$ cat src/rtl/load_store_unit.sv
// load_store_unit
//   Converts MIPS byte-addressed loads/stores (LB/LBU/LH/LHU/LW, SB/SH/SW)
//   into word accesses on a word-addressed data memory. Sub-word stores are
//   done as read-modify-write; loads are lane-extracted and sign/zero
//   extended. Misaligned accesses fault without touching memory.
//
// Ports
//   clk, resetN          clock, synchronous active-low reset
//   req                  memory op present (held with operands until done)
//   isStore              1 = store, 0 = load
//   size                 00 byte, 01 half, 10/11 word
//   unsignedLoad         zero-extend sub-word loads
//   byteAddr, storeData  effective byte address and store operand
//   loadData             registered, extended load result
//   done, misaligned     one-cycle completion / fault pulses
//   stall                req & ~done
//   memAddress, memDataIn, memWrite, memRead, memDataOut  data memory port
module load_store_unit #(
  parameter int ADDR_W = 10
) (
  input  logic              clk,
  input  logic              resetN,
  input  logic              req,
  input  logic              isStore,
  input  logic [1:0]        size,
  input  logic              unsignedLoad,
  input  logic [31:0]       byteAddr,
  input  logic [31:0]       storeData,
  output logic [31:0]       loadData,
  output logic              done,
  output logic              misaligned,
  output logic              stall,
  output logic [ADDR_W-1:0] memAddress,
  output logic [31:0]       memDataIn,
  output logic              memWrite,
  output logic              memRead,
  input  logic [31:0]       memDataOut
);

  typedef enum logic [1:0] {IDLE, ACCESS, WRITE} state_t;

  state_t            state_q, state_d;
  logic [ADDR_W+1:0] addr_q, addr_d;
  logic [31:0]       store_q, store_d;
  logic [1:0]        size_q, size_d;
  logic              is_store_q, is_store_d;
  logic              unsigned_q, unsigned_d;
  logic [31:0]       word_q, word_d;
  logic [31:0]       load_q, load_d;
  logic              done_q, done_d;
  logic              mis_q, mis_d;

  logic              start;
  logic              in_misaligned;
  logic              write_raw;
  logic [7:0]        lane_byte;
  logic [15:0]       lane_half;
  logic [31:0]       extended;
  logic [31:0]       merged;

  // Address bits above the memory window alias and are deliberately dropped.
  logic unused_addr_bits;
  assign unused_addr_bits = ^byteAddr[31:ADDR_W+2];

  // The ~done term keeps the still-asserted req of the done cycle from
  // launching the same op a second time.
  assign start = (state_q == IDLE) && req && !done_q;
  assign in_misaligned = ((size == 2'b01) && byteAddr[0]) ||
                         (size[1] && (byteAddr[1:0] != 2'b00));

  // Big-endian lane selection: offset 0 is the most significant byte.
  always_comb begin
    case (addr_q[1:0])
      2'd0:    lane_byte = memDataOut[31:24];
      2'd1:    lane_byte = memDataOut[23:16];
      2'd2:    lane_byte = memDataOut[15:8];
      default: lane_byte = memDataOut[7:0];
    endcase
    lane_half = addr_q[1] ? memDataOut[15:0] : memDataOut[31:16];
    if (size_q[1]) begin
      extended = memDataOut;
    end else if (size_q[0]) begin
      extended = {{16{!unsigned_q && lane_half[15]}}, lane_half};
    end else begin
      extended = {{24{!unsigned_q && lane_byte[7]}}, lane_byte};
    end
  end

  // Read-modify-write merge of the stored lane into the fetched word.
  always_comb begin
    merged = word_q;
    if (size_q[0]) begin
      if (addr_q[1]) merged[15:0]  = store_q[15:0];
      else           merged[31:16] = store_q[15:0];
    end else begin
      case (addr_q[1:0])
        2'd0:    merged[31:24] = store_q[7:0];
        2'd1:    merged[23:16] = store_q[7:0];
        2'd2:    merged[15:8]  = store_q[7:0];
        default: merged[7:0]   = store_q[7:0];
      endcase
    end
  end

  always_comb begin
    state_d    = state_q;
    addr_d     = addr_q;
    store_d    = store_q;
    size_d     = size_q;
    is_store_d = is_store_q;
    unsigned_d = unsigned_q;
    word_d     = word_q;
    load_d     = load_q;
    done_d     = 1'b0;
    mis_d      = 1'b0;
    memRead    = 1'b0;
    write_raw  = 1'b0;
    memDataIn  = store_q;
    case (state_q)
      IDLE: begin
        if (start) begin
          addr_d     = byteAddr[ADDR_W+1:0];
          store_d    = storeData;
          size_d     = size;
          is_store_d = isStore;
          unsigned_d = unsignedLoad;
          if (in_misaligned) begin
            done_d = 1'b1;
            mis_d  = 1'b1;
          end else begin
            state_d = ACCESS;
          end
        end
      end
      ACCESS: begin
        if (is_store_q && size_q[1]) begin
          write_raw = 1'b1;
          done_d    = 1'b1;
          state_d   = IDLE;
        end else if (!is_store_q) begin
          memRead = 1'b1;
          load_d  = extended;
          done_d  = 1'b1;
          state_d = IDLE;
        end else begin
          memRead = 1'b1;
          word_d  = memDataOut;
          state_d = WRITE;
        end
      end
      WRITE: begin
        write_raw = 1'b1;
        memDataIn = merged;
        done_d    = 1'b1;
        state_d   = IDLE;
      end
      default: state_d = IDLE;
    endcase
  end

  // Gating with resetN stops a write that is interrupted by reset from
  // committing at the same edge.
  assign memWrite   = write_raw && resetN;
  assign memAddress = addr_q[ADDR_W+1:2];
  assign loadData   = load_q;
  assign done       = done_q;
  assign misaligned = mis_q;
  assign stall      = req && !done_q;

  always_ff @(posedge clk) begin
    if (!resetN) begin
      state_q    <= IDLE;
      addr_q     <= '0;
      store_q    <= '0;
      size_q     <= '0;
      is_store_q <= 1'b0;
      unsigned_q <= 1'b0;
      word_q     <= '0;
      load_q     <= '0;
      done_q     <= 1'b0;
      mis_q      <= 1'b0;
    end else begin
      state_q    <= state_d;
      addr_q     <= addr_d;
      store_q    <= store_d;
      size_q     <= size_d;
      is_store_q <= is_store_d;
      unsigned_q <= unsigned_d;
      word_q     <= word_d;
      load_q     <= load_d;
      done_q     <= done_d;
      mis_q      <= mis_d;
    end
  end

endmodule

$ cat config.mk
export PLATFORM = sky130hd
export DESIGN_NAME = load_store_unit
export DESIGN_NICKNAME = d
export VERILOG_FILES = /design/src/rtl/load_store_unit.sv
export SDC_FILE = /design/constraint.sdc
export NUM_CORES = 1
export LEC_CHECK = 0
export CAP_MARGIN = 40
export CORE_MARGIN = 8
export CORE_UTILIZATION = 51
export DETAILED_ROUTE_END_ITERATION = 10
export GPL_TIMING_DRIVEN = 0
export PLACE_DENSITY_LB_ADDON = 0.1
export SYNTH_ARGS = -nofsm -noshare
export SYNTH_HDL_FRONTEND = slang
export SYNTH_SLANG_ARGS = --single-unit
$ cat constraint.sdc
create_clock -name clk -period 3.7 [get_ports clk]
set_input_delay 0.37 -clock clk [delete_from_list [all_inputs] [get_ports clk]]
set_output_delay 0.37 -clock clk [all_outputs]
set_load 0.1 [all_outputs]
==> impl_metrics.yaml, run 1 <==
status:
  outcome: "completed"
floorplanning:
  die_y_um: 122.9
  die-area_um2: 15110
  ios: 182
  die_w_um: 122.9
  start_util: 0.5173
  core-area_um2: 11270
  rows: 39
synth:
  yosysTopAreaCell: "dfxtp_1"
  synth_xor_area_frac: 0
  synthFlopType: "dfxtp_1"
  synth_cells: 728
  synth_area_leaders: "dfxtp_1, nand2_1, a21boi_0"
  syn_avg_cell_area_um2: 8.009
  synth_mux_area_frac: 0.06073
  ys_ff_latch: 116
  yosysSeqAreaShare: 0.3983
  synth_adder_area_share: 0.008584
  synth_area_um2: 5831
  async_flop_share: 0
  synth_top_area_frac: 0.3983
  yosys_warnings: 0
  synth-simple-area-share: 0.1813
  synth_edf_count: 0
  yosysUniqueCellTypes: 49
  synth_top_family_by_area: "compound AO/OA/AOI/OAI gates"
  synth_compound_area_frac: 0.2704
  synth_nets: 835
route:
  ant_nets: 0
  dr_wl_met2_um: 11560
  wl_um: 23500
  top_layer: "met4"
  avgRoutedWirePerCell_um: 20.56
  wl_met3_um: 2187
  num_vias: 6664
  drt_iter0_drc: 631
  drc: 0
  drt-met1-wl_um: 8780
  firstDrtPassIters: 7
  avgViaCountPerCell: 5.830
placement:
  gp_congestion: 0.8983
  port_buffers: 161
  hpwl_um: 17790
clock_tree:
  cts_max_level: 4
  post_cts_resized: 0
  clockBufferDepth: 2
  clock_latency_ns: 0.42
  postCtsSetupRepairBufs: 0
  clkTransAtPathRegs_ns: 0.05
  cts_num_sinks: 116
  clock-root-buffer: "clkbuf_16"
  cts_hold_buf: 0
  cts_tree: "done"
  tritoncts.num_buffers: 17
worst_setup_path:
  path_depth: 8
  cp_max_fo: 10
  worstSetupEndpointType: "output port"
  cp-start-kind: "flip-flop"
  crit_slowest_cell: "clkdlybuf4s50_1"
  rr_worst_depth: 7
  rrSetupSlack_ns: 1.62
  crit_path_end: "memDataIn[28]"
  crit_arrival_ns: 2.88
  r2r_start: "state_q[1]$_SDFFE_PN0P_"
  crit_path_start: "size_q[0]$_SDFFE_PN0P_"
  cp_cell_sequence: "buf_4 > clkbuf_1 > nor3_1 > a21oi_1 > o221ai_1 > o21ai_0 > clkdlybuf4s50_1 > buf_8"
  worstPathRequired_ns: 3.33
  max_stage_delay_ns: 0.55
  r2r-end: "loadData[9]$_SDFFE_PN0P_"
  crit_buf_inv: 4
  critPathKind: "flip-flop to output port"
  cp_top_family: "buffers and inverters"
timing:
  tns_ns: 0
  layout_min_cycle_time_ns: 3.252
  relSlewSlack: 0.5142
  fin_skew_ns: 0.005040
  slew_violations: 0
  max_freq_mhz: 307.5
  rsz0062_at_grt: "false"
  tightest_slew_ns: 0.7287
  setup_viol: 0
  hold_viol: 0
  fin_crit_sh: 0.8788
power_and_ir_drop:
  p_comb_frac: 0.331
  switchingPower_mw: 1.580
  p_leak_nw: 3.623
  p_int_mw: 2.926
  ir_worst_vdd_uv: 420.7
  swShare: 0.3506
  power_density_nw_per_um2: 473.8
  power.share.clock: 0.359
  sequentialPowerShare: 0.310
flow_run:
  max_cap_viol_count: 0
layout:
  num-nets-final: 1094
  fillCellCount: 633
  area_growth_pct: 63.13
  drive_above_1_share: 0.1690
  fin_util: 0.8438
  diodes: 0
grt:
  grt_pass1_vias: 6728
  grt_util_all_layers: 0.3107
  grt_pass1_wl_um: 35690
  antenna_found_initial: 0
  gr-total-overflow: 0
  grt_max_degree: 17
hold_path:
  min_path_type: "flip-flop to flip-flop"
  min-delay-start: "loadData[27]$_SDFFE_PN0P_"
[sequential cells by signal, indices dropped and copies added (netlist names)]
name	count
is_store_q	1
unsigned_q	1
size_q	2
misaligned	1
word_q	32
state_q	2
addr_q	12
loadData	32
store_q	32
done	1
[worst reg2reg max path, delay by kind of cell (launching register included)]
kind | cells | cell delay [ns]
buf+inv | 2 | 0.24
compound gates | 2 | 0.74
simple gates | 2 | 0.31
fa+ha+maj | 1 | 0.30
flops | 1 | 0.33
[synthesized netlist by cell type (all sizes together), types with 12 or more instances]
master,count
a221oi,14
a21boi,82
nand2,194
a21oi,37
mux2i,24
dfxtp,116
nor3,12
o21ai,40
buf,40
nor2,19
clkbuf,32
inv,27
[stage by stage]
stage	cell area, um^2	hold slack (ns)	setup slack, ns	instances	total power, mW
after floorplan	5831	0.4326	0.2552	728	2.252
after global placement	7621	0.4404	0.3304	1032	2.605
after detailed placement	8932	0.4488	0.7081	1111	2.886
after CTS	9512	0.4564	0.4929	1143	4.484
after global routing	9512	0.4785	0.3526	1143	4.607
final	9512	0.4568	0.4484	1143	4.506
[per-layer routing]
metal,vias up,track usage
met2,412,0.5355
met1,3144,0.3508
met4,0,0.1599
li1,3023,-
met3,85,0.07626
met5,-,0
[power by group through the flow]
stage                     Clock [mW]  Combinational [mW]  Sequential (mW)
after global routing            1.66                1.55             1.40
after CTS                       1.61                1.48             1.39
final                           1.62                1.49             1.40
after global placement             0                1.19             1.41
after floorplan                    0               0.617             1.64
after detailed placement           0                1.47             1.42
[worst min-delay path by stage]
stage	to	slack [ns]	depth (start not counted)
6_report	loadData[27]$_SDFFE_PN0P_	0.46	2
3_3_place_gp	loadData[19]$_SDFFE_PN0P_	0.44	2
3_5_place_dp	loadData[17]$_SDFFE_PN0P_	0.45	2
2_1_floorplan	word_q[0]$_SDFFE_PN0P_	0.43	2
4_1_cts	loadData[17]$_SDFFE_PN0P_	0.46	2
5_1_grt	loadData[18]$_SDFFE_PN0P_	0.48	2
[layout make-up]
cell class	instances	area (um^2)	share of cell area
Buffer	72	369.1	0.03881
Clock buffer	22	474.2	0.04986
Clock inverter	10	105.1	0.01105
Inverter	27	101.3	0.01066
Multi-Input combinational cell	513	3038	0.3194
Sequential cell	116	2322	0.2441
Tap cell	143	178.9	0.01881
Timing Repair Buffer	240	2923	0.3073
[layout by cell type, fill, tap and decap left out, types with 4 or more instances in the layout]
cell type / synthesis / final
o221ai_1: 8 / 8
a21oi_1: 37 / 37
buf_8: 0 / 69
clkdlybuf4s50_1: 0 / 161
nand2_1: 193 / 193
buf_16: 0 / 10
mux2_2: 9 / 9
clkinv_2: 0 / 6
o22ai_1: 8 / 8
inv_1: 26 / 26
buf_4: 15 / 15
a22o_1: 8 / 8
clkbuf_16: 0 / 17
buf_2: 22 / 22
o211ai_1: 8 / 8
o21ai_0: 40 / 40
nor2_1: 19 / 19
a31o_1: 4 / 4
a22oi_1: 8 / 8
a221oi_1: 13 / 13
clkbuf_1: 32 / 34
nor3_1: 11 / 11
or4_1: 6 / 6
a21boi_1: 4 / 4
dfxtp_1: 116 / 116
a21boi_0: 78 / 78
ha_1: 4 / 4
mux2i_1: 23 / 23
[cell families (layout without fill, tap and decap cells)]
| logic type | Yosys count | after routing |
|---|---|---|
| AOI/OAI and AO/OA | 225 | 225 |
| and+or+nand+nor | 251 | 251 |
| adders and majority gates | 4 | 4 |
| buffers and inverters | 99 | 371 |
| DFF | 116 | 116 |
| muxes | 33 | 33 |
Power figures use the tool's default switching activity.
==> run 2: changes to the inputs <==
--- a/config.mk
+++ b/config.mk
@@ -5,7 +5,6 @@
 export SDC_FILE = /design/constraint.sdc
 export NUM_CORES = 1
 export LEC_CHECK = 0
-export CAP_MARGIN = 40
 export CORE_MARGIN = 8
 export CORE_UTILIZATION = 51
 export DETAILED_ROUTE_END_ITERATION = 10
==> impl_metrics.yaml, run 2 (synthesized netlist as in run 1, its figures left out) <==
status:
  outcome: "completed"
worst_setup_path:
  cp-start-kind: "flip-flop"
  critPathKind: "flip-flop to output port"
  cp_cell_sequence: "inv_1 > ha_1 > clkbuf_1 > clkbuf_1 > a22o_1 > clkdlybuf4s50_1"
  worstSetupEndpointType: "output port"
  max_stage_delay_ns: 1.14
  rrSetupSlack_ns: 1.65
  worstPathRequired_ns: 3.33
  crit_slowest_cell: "clkdlybuf4s50_1"
  r2r-end: "loadData[13]$_SDFFE_PN0P_"
  rr_worst_depth: 6
  r2r_start: "state_q[0]$_SDFFE_PN0P_"
  path_depth: 6
  crit_buf_inv: 4
  crit_arrival_ns: 3.14
  cp_max_fo: 10
  crit_path_frequent_cell: "clkbuf_1"
  cp_top_family: "buffers and inverters"
  crit_path_end: "memDataIn[15]"
  crit_path_start: "state_q[0]$_SDFFE_PN0P_"
clock_tree:
  clock_latency_ns: 0.42
  clock-root-buffer: "clkbuf_16"
  cts_tree: "done"
  clkTransAtPathRegs_ns: 0.05
  clockBufferDepth: 2
  cts_num_sinks: 116
  tritoncts.num_buffers: 17
  cts_max_level: 4
  postCtsSetupRepairBufs: 0
timing:
  max_freq_mhz: 285.3
  tns_ns: 0
  rsz0062_at_grt: "false"
  holdWs_ns: 0.4519
  fin_crit_sh: 0.9474
  setup_viol: 0
  slew_violations: 0
  fin_skew_ns: 0.006338
  tightest_slew_ns: 1.017
  layout_min_cycle_time_ns: 3.505
  hold_viol: 0
  relSlewSlack: 0.3212
power_and_ir_drop:
  ir_worst_vdd_uv: 355.2
  power_density_nw_per_um2: 525.3
  p_leak_nw: 3.144
route:
  num_vias: 6063
  drt_iter0_drc: 455
  wl_um: 20980
  firstDrtPassIters: 5
  avgViaCountPerCell: 5.698
  drc: 0
  ant_nets: 0
  avgRoutedWirePerCell_um: 19.72
floorplanning:
  rows: 39
  core-area_um2: 11270
  start_util: 0.5173
  die_y_um: 122.9
  die_w_um: 122.9
  ios: 182
  die-area_um2: 15110
flow_run:
  max_cap_viol_count: 0
layout:
  final_common_cell: "nand2_1"
  diodes: 0
  fillCellCount: 906
  drive_above_1_share: 0.09663
  area_growth_pct: 41.61
  num-nets-final: 1015
  final_cell_mix: "nand2_1, clkdlybuf4s50_1, dfxtp_1"
grt:
  antenna_found_initial: 0
  grt_util_all_layers: 0.2786
  grt_max_degree: 17
  grt_pass1_vias: 6026
  grt_pass1_wl_um: 32240
  gr-total-overflow: 0
placement:
  gp_congestion: 0.8983
  port_buffers: 161
  hpwl_um: 16080
hold_path:
  min_path_type: "flip-flop to flip-flop"
[run 2: changes by cell type in the layout (fill, tap and decap cells not counted), sizes merged]
cell	before	now
clkinvlp	2	0
dlymetal6s2s	0	7
bufinv	2	4
clkdlybuf4s50	161	154
buf	119	40
[run 2: power breakdown]
part / internal (mW) / switching [mW]
sequential: 1.33 / 0.0627
clock: 1.16 / 0.569
combinational: 0.359 / 0.860
total: 2.85 / 1.49
[run 2: tightest hold or removal path: cells and delay by family, from the launching register on]
kind / cells / cell delay, ns
DFF: 1 / 0.31
and+or+nand+nor: 1 / 0.05
AOI/OAI and AO/OA: 1 / 0.05
[run 2: final cells by class]
| type | count | area (um^2) | share of cell area |
|---|---|---|---|
| plain buffers | 72 | 369.1 | 0.04470 |
| clock buffers | 22 | 464.2 | 0.05622 |
| clock inverters | 10 | 153.9 | 0.01864 |
| inverters | 27 | 101.3 | 0.01227 |
| repair buffers | 161 | 1629 | 0.1973 |
| flip-flops and latches | 116 | 2322 | 0.2813 |
| well taps | 143 | 178.9 | 0.02167 |
| multi-input cells | 513 | 3038 | 0.3679 |
[run 2: worst min path at each step]
stage                               from                   endpoint  cells past startpoint
3_3_place_gp   loadData[19]$_SDFFE_PN0P_  loadData[19]$_SDFFE_PN0P_                      2
4_1_cts        loadData[18]$_SDFFE_PN0P_  loadData[18]$_SDFFE_PN0P_                      2
6_report       loadData[18]$_SDFFE_PN0P_  loadData[18]$_SDFFE_PN0P_                      2
2_1_floorplan     word_q[0]$_SDFFE_PN0P_     word_q[0]$_SDFFE_PN0P_                      2
5_1_grt        loadData[18]$_SDFFE_PN0P_  loadData[18]$_SDFFE_PN0P_                      2
3_5_place_dp   loadData[18]$_SDFFE_PN0P_  loadData[18]$_SDFFE_PN0P_                      2
[run 2: repair_timing]
| item | 4_1_cts | 5_1_grt |
|---|---|---|
| endpoints found under the setup margin | 0 | 7 |
| hold buffers | 0 | 0 |
| resized for setup | 0 | 7 |
[run 2: layer usage]
metal	wire length (um)	part of all wire	track usage	up-vias
met4	725	0.035	0.1478	0
met3	1798	0.086	0.07032	57
li1	-	-	-	2862
met5	0	0	0	-
met2	10160	0.48	0.4516	296
met1	8294	0.40	0.3351	2848
[run 2: metrics by stage]
step	setup WS (ns)	cells	area (um^2)	utilization	total power, mW
global route	0.02393	1064	8257	0.7325	4.464
finish	0.1947	1064	8257	0.7325	4.337
CTS	0.02880	1064	8239	0.7309	4.338
detailed placement	0.2771	1032	7621	0.6761	2.625
floorplan	0.2552	728	5831	-	2.252
global placement	0.3304	1032	7621	0.6761	2.605
==> run 3: changes to the inputs <==
==> constraint.sdc (replaced) <==
create_clock -name clk -period 4.2 [get_ports clk]
set_input_delay 0.42 -clock clk [delete_from_list [all_inputs] [get_ports clk]]
set_output_delay 0.42 -clock clk [all_outputs]
set_load 0.1 [all_outputs]
==> impl_metrics.yaml, run 3 (synthesized netlist as in run 1, its figures left out) <==
grt:
  grt_pass1_vias: 6026
  gr-usage-met2: 0.4516
  grt_pass1_wl_um: 32240
  gr-total-overflow: 0
  top_usage_layer: "met2"
  grt_util_all_layers: 0.2786
  grt_max_degree: 17
  antenna_found_initial: 0
  grt_use_met3: 0.07032
  use_met1: 0.3351
timing:
  max_freq_mhz: 271.2
  setup_viol: 0
  layout_min_cycle_time_ns: 3.687
  relSlewSlack: 0.3254
  fin_skew_ns: 0.007191
  rsz0062_at_grt: "false"
  tightest_slew_ns: 1.009
  slew_violations: 0
  hold_viol: 0
  fin_crit_sh: 0.8779
  tns_ns: 0
status:
  outcome: "completed"
clock_tree:
  clock_latency_ns: 0.41
  clockBufferDepth: 2
  cts_max_level: 4
  postCtsSetupRepairBufs: 0
  cts_hold_buf: 0
  cts_num_sinks: 116
  post_cts_resized: 0
  clock-root-buffer: "clkbuf_16"
  tritoncts.num_buffers: 17
  clkTransAtPathRegs_ns: 0.05
  cts_tree: "done"
power_and_ir_drop:
  power_density_nw_per_um2: 463.5
  ir_worst_vdd_uv: 312.8
  p_leak_nw: 3.029
placement:
  gp_congestion: 0.8983
  hpwl_um: 16080
  port_buffers: 161
  dpl_cell_area_um2: 7621
worst_setup_path:
  max_stage_delay_ns: 1.18
  crit_arrival_ns: 3.27
  cp-start-kind: "flip-flop"
  crit_slowest_cell: "clkdlybuf4s50_1"
  critPathKind: "flip-flop to output port"
  worstPathRequired_ns: 3.78
  crit_path_frequent_cell: "clkbuf_1"
  worstSetupEndpointType: "output port"
  crit_buf_inv: 4
  cp_cell_sequence: "inv_1 > ha_1 > clkbuf_1 > clkbuf_1 > o221ai_1 > o21ai_0 > clkdlybuf4s50_1"
  cp_top_family: "buffers and inverters"
  cp_max_fo: 10
layout:
  final_cell_area_um2: 8239
  final_common_cell: "nand2_1"
  fillCellCount: 910
  final_cell_mix: "nand2_1, clkdlybuf4s50_1, dfxtp_1"
  diodes: 0
  num-nets-final: 1015
  drive_above_1_share: 0.09663
  area_growth_pct: 41.31
route:
  ant_nets: 0
  drc: 0
  avgRoutedWirePerCell_um: 19.62
  num_vias: 6072
  firstDrtPassIters: 7
  drt_iter0_drc: 445
  avgViaCountPerCell: 5.707
  wl_um: 20880
floorplanning:
  die-area_um2: 15110
  rows: 39
  die_w_um: 122.9
  die_y_um: 122.9
  core-area_um2: 11270
  start_util: 0.5173
  ios: 182
flow_run:
  max_cap_viol_count: 0
hold_path:
  min_path_type: "flip-flop to flip-flop"
run 3: changes by cell type in the layout (fill, tap and decap cells not counted), sizes merged:
cell,delta
dlymetal6s2s,-7
clkdlybuf4s50,+7
run 3: where the power goes:
group | switching (mW) | internal (mW)
registers | 0.0553 | 1.17
logic | 0.757 | 0.317
clock network | 0.499 | 1.02
total | 1.31 | 2.51
run 3: area by class of cell:
cell class	instances	area (um^2)	share of cell area
Buffer	72	369.1	0.04480
Clock buffer	22	464.2	0.05634
Multi-Input combinational cell	513	3038	0.3687
Inverter	27	101.3	0.01230
Sequential cell	116	2322	0.2819
Timing Repair Buffer	161	1612	0.1956
Tap cell	143	178.9	0.02172
Clock inverter	10	153.9	0.01868
run 3: per-stage QoR:
stage / power, mW / worst slack, ns / hold WS (ns) / std cells / util
CTS: 3.821 / 0.4788 / 0.4495 / 1064 / 0.7309
floorplan: 1.984 / 0.7052 / 0.4326 / 728 / -
finish: 3.819 / 0.5127 / 0.4504 / 1064 / 0.7309
global route: 3.933 / 0.2940 / 0.4743 / 1064 / 0.7309
detailed placement: 2.313 / 0.6771 / 0.4423 / 1032 / 0.6761
global placement: 2.295 / 0.7304 / 0.4404 / 1032 / 0.6761
run 3: routing by layer:
metal | part of all wire | vias to the layer above | wire (um)
met1 | 0.40 | 2851 | 8358
met5 | 0 | - | 0
met3 | 0.083 | 57 | 1727
met2 | 0.48 | 296 | 10040
met4 | 0.036 | 0 | 756
li1 | - | 2868 | -
run 3: tightest hold or removal path: stages, from the launching register on:
cell and delay (ns):
dfxtp_1 0.30, nand2_1 0.05, a21oi_1 0.05
run 3: path summary, 6_finish.rpt:
| path | from | end | slack, ns | cells after the start |
|---|---|---|---|---|
| max reg2reg | state_q[0]$_SDFFE_PN0P_ | loadData[13]$_SDFFE_PN0P_ | 2.17 | 6 |
| min reg2reg | loadData[18]$_SDFFE_PN0P_ | loadData[18]$_SDFFE_PN0P_ | 0.45 | 2 |
| max | state_q[0]$_SDFFE_PN0P_ | memDataIn[28] | 0.51 | 7 |
| min | loadData[18]$_SDFFE_PN0P_ | loadData[18]$_SDFFE_PN0P_ | 0.45 | 2 |
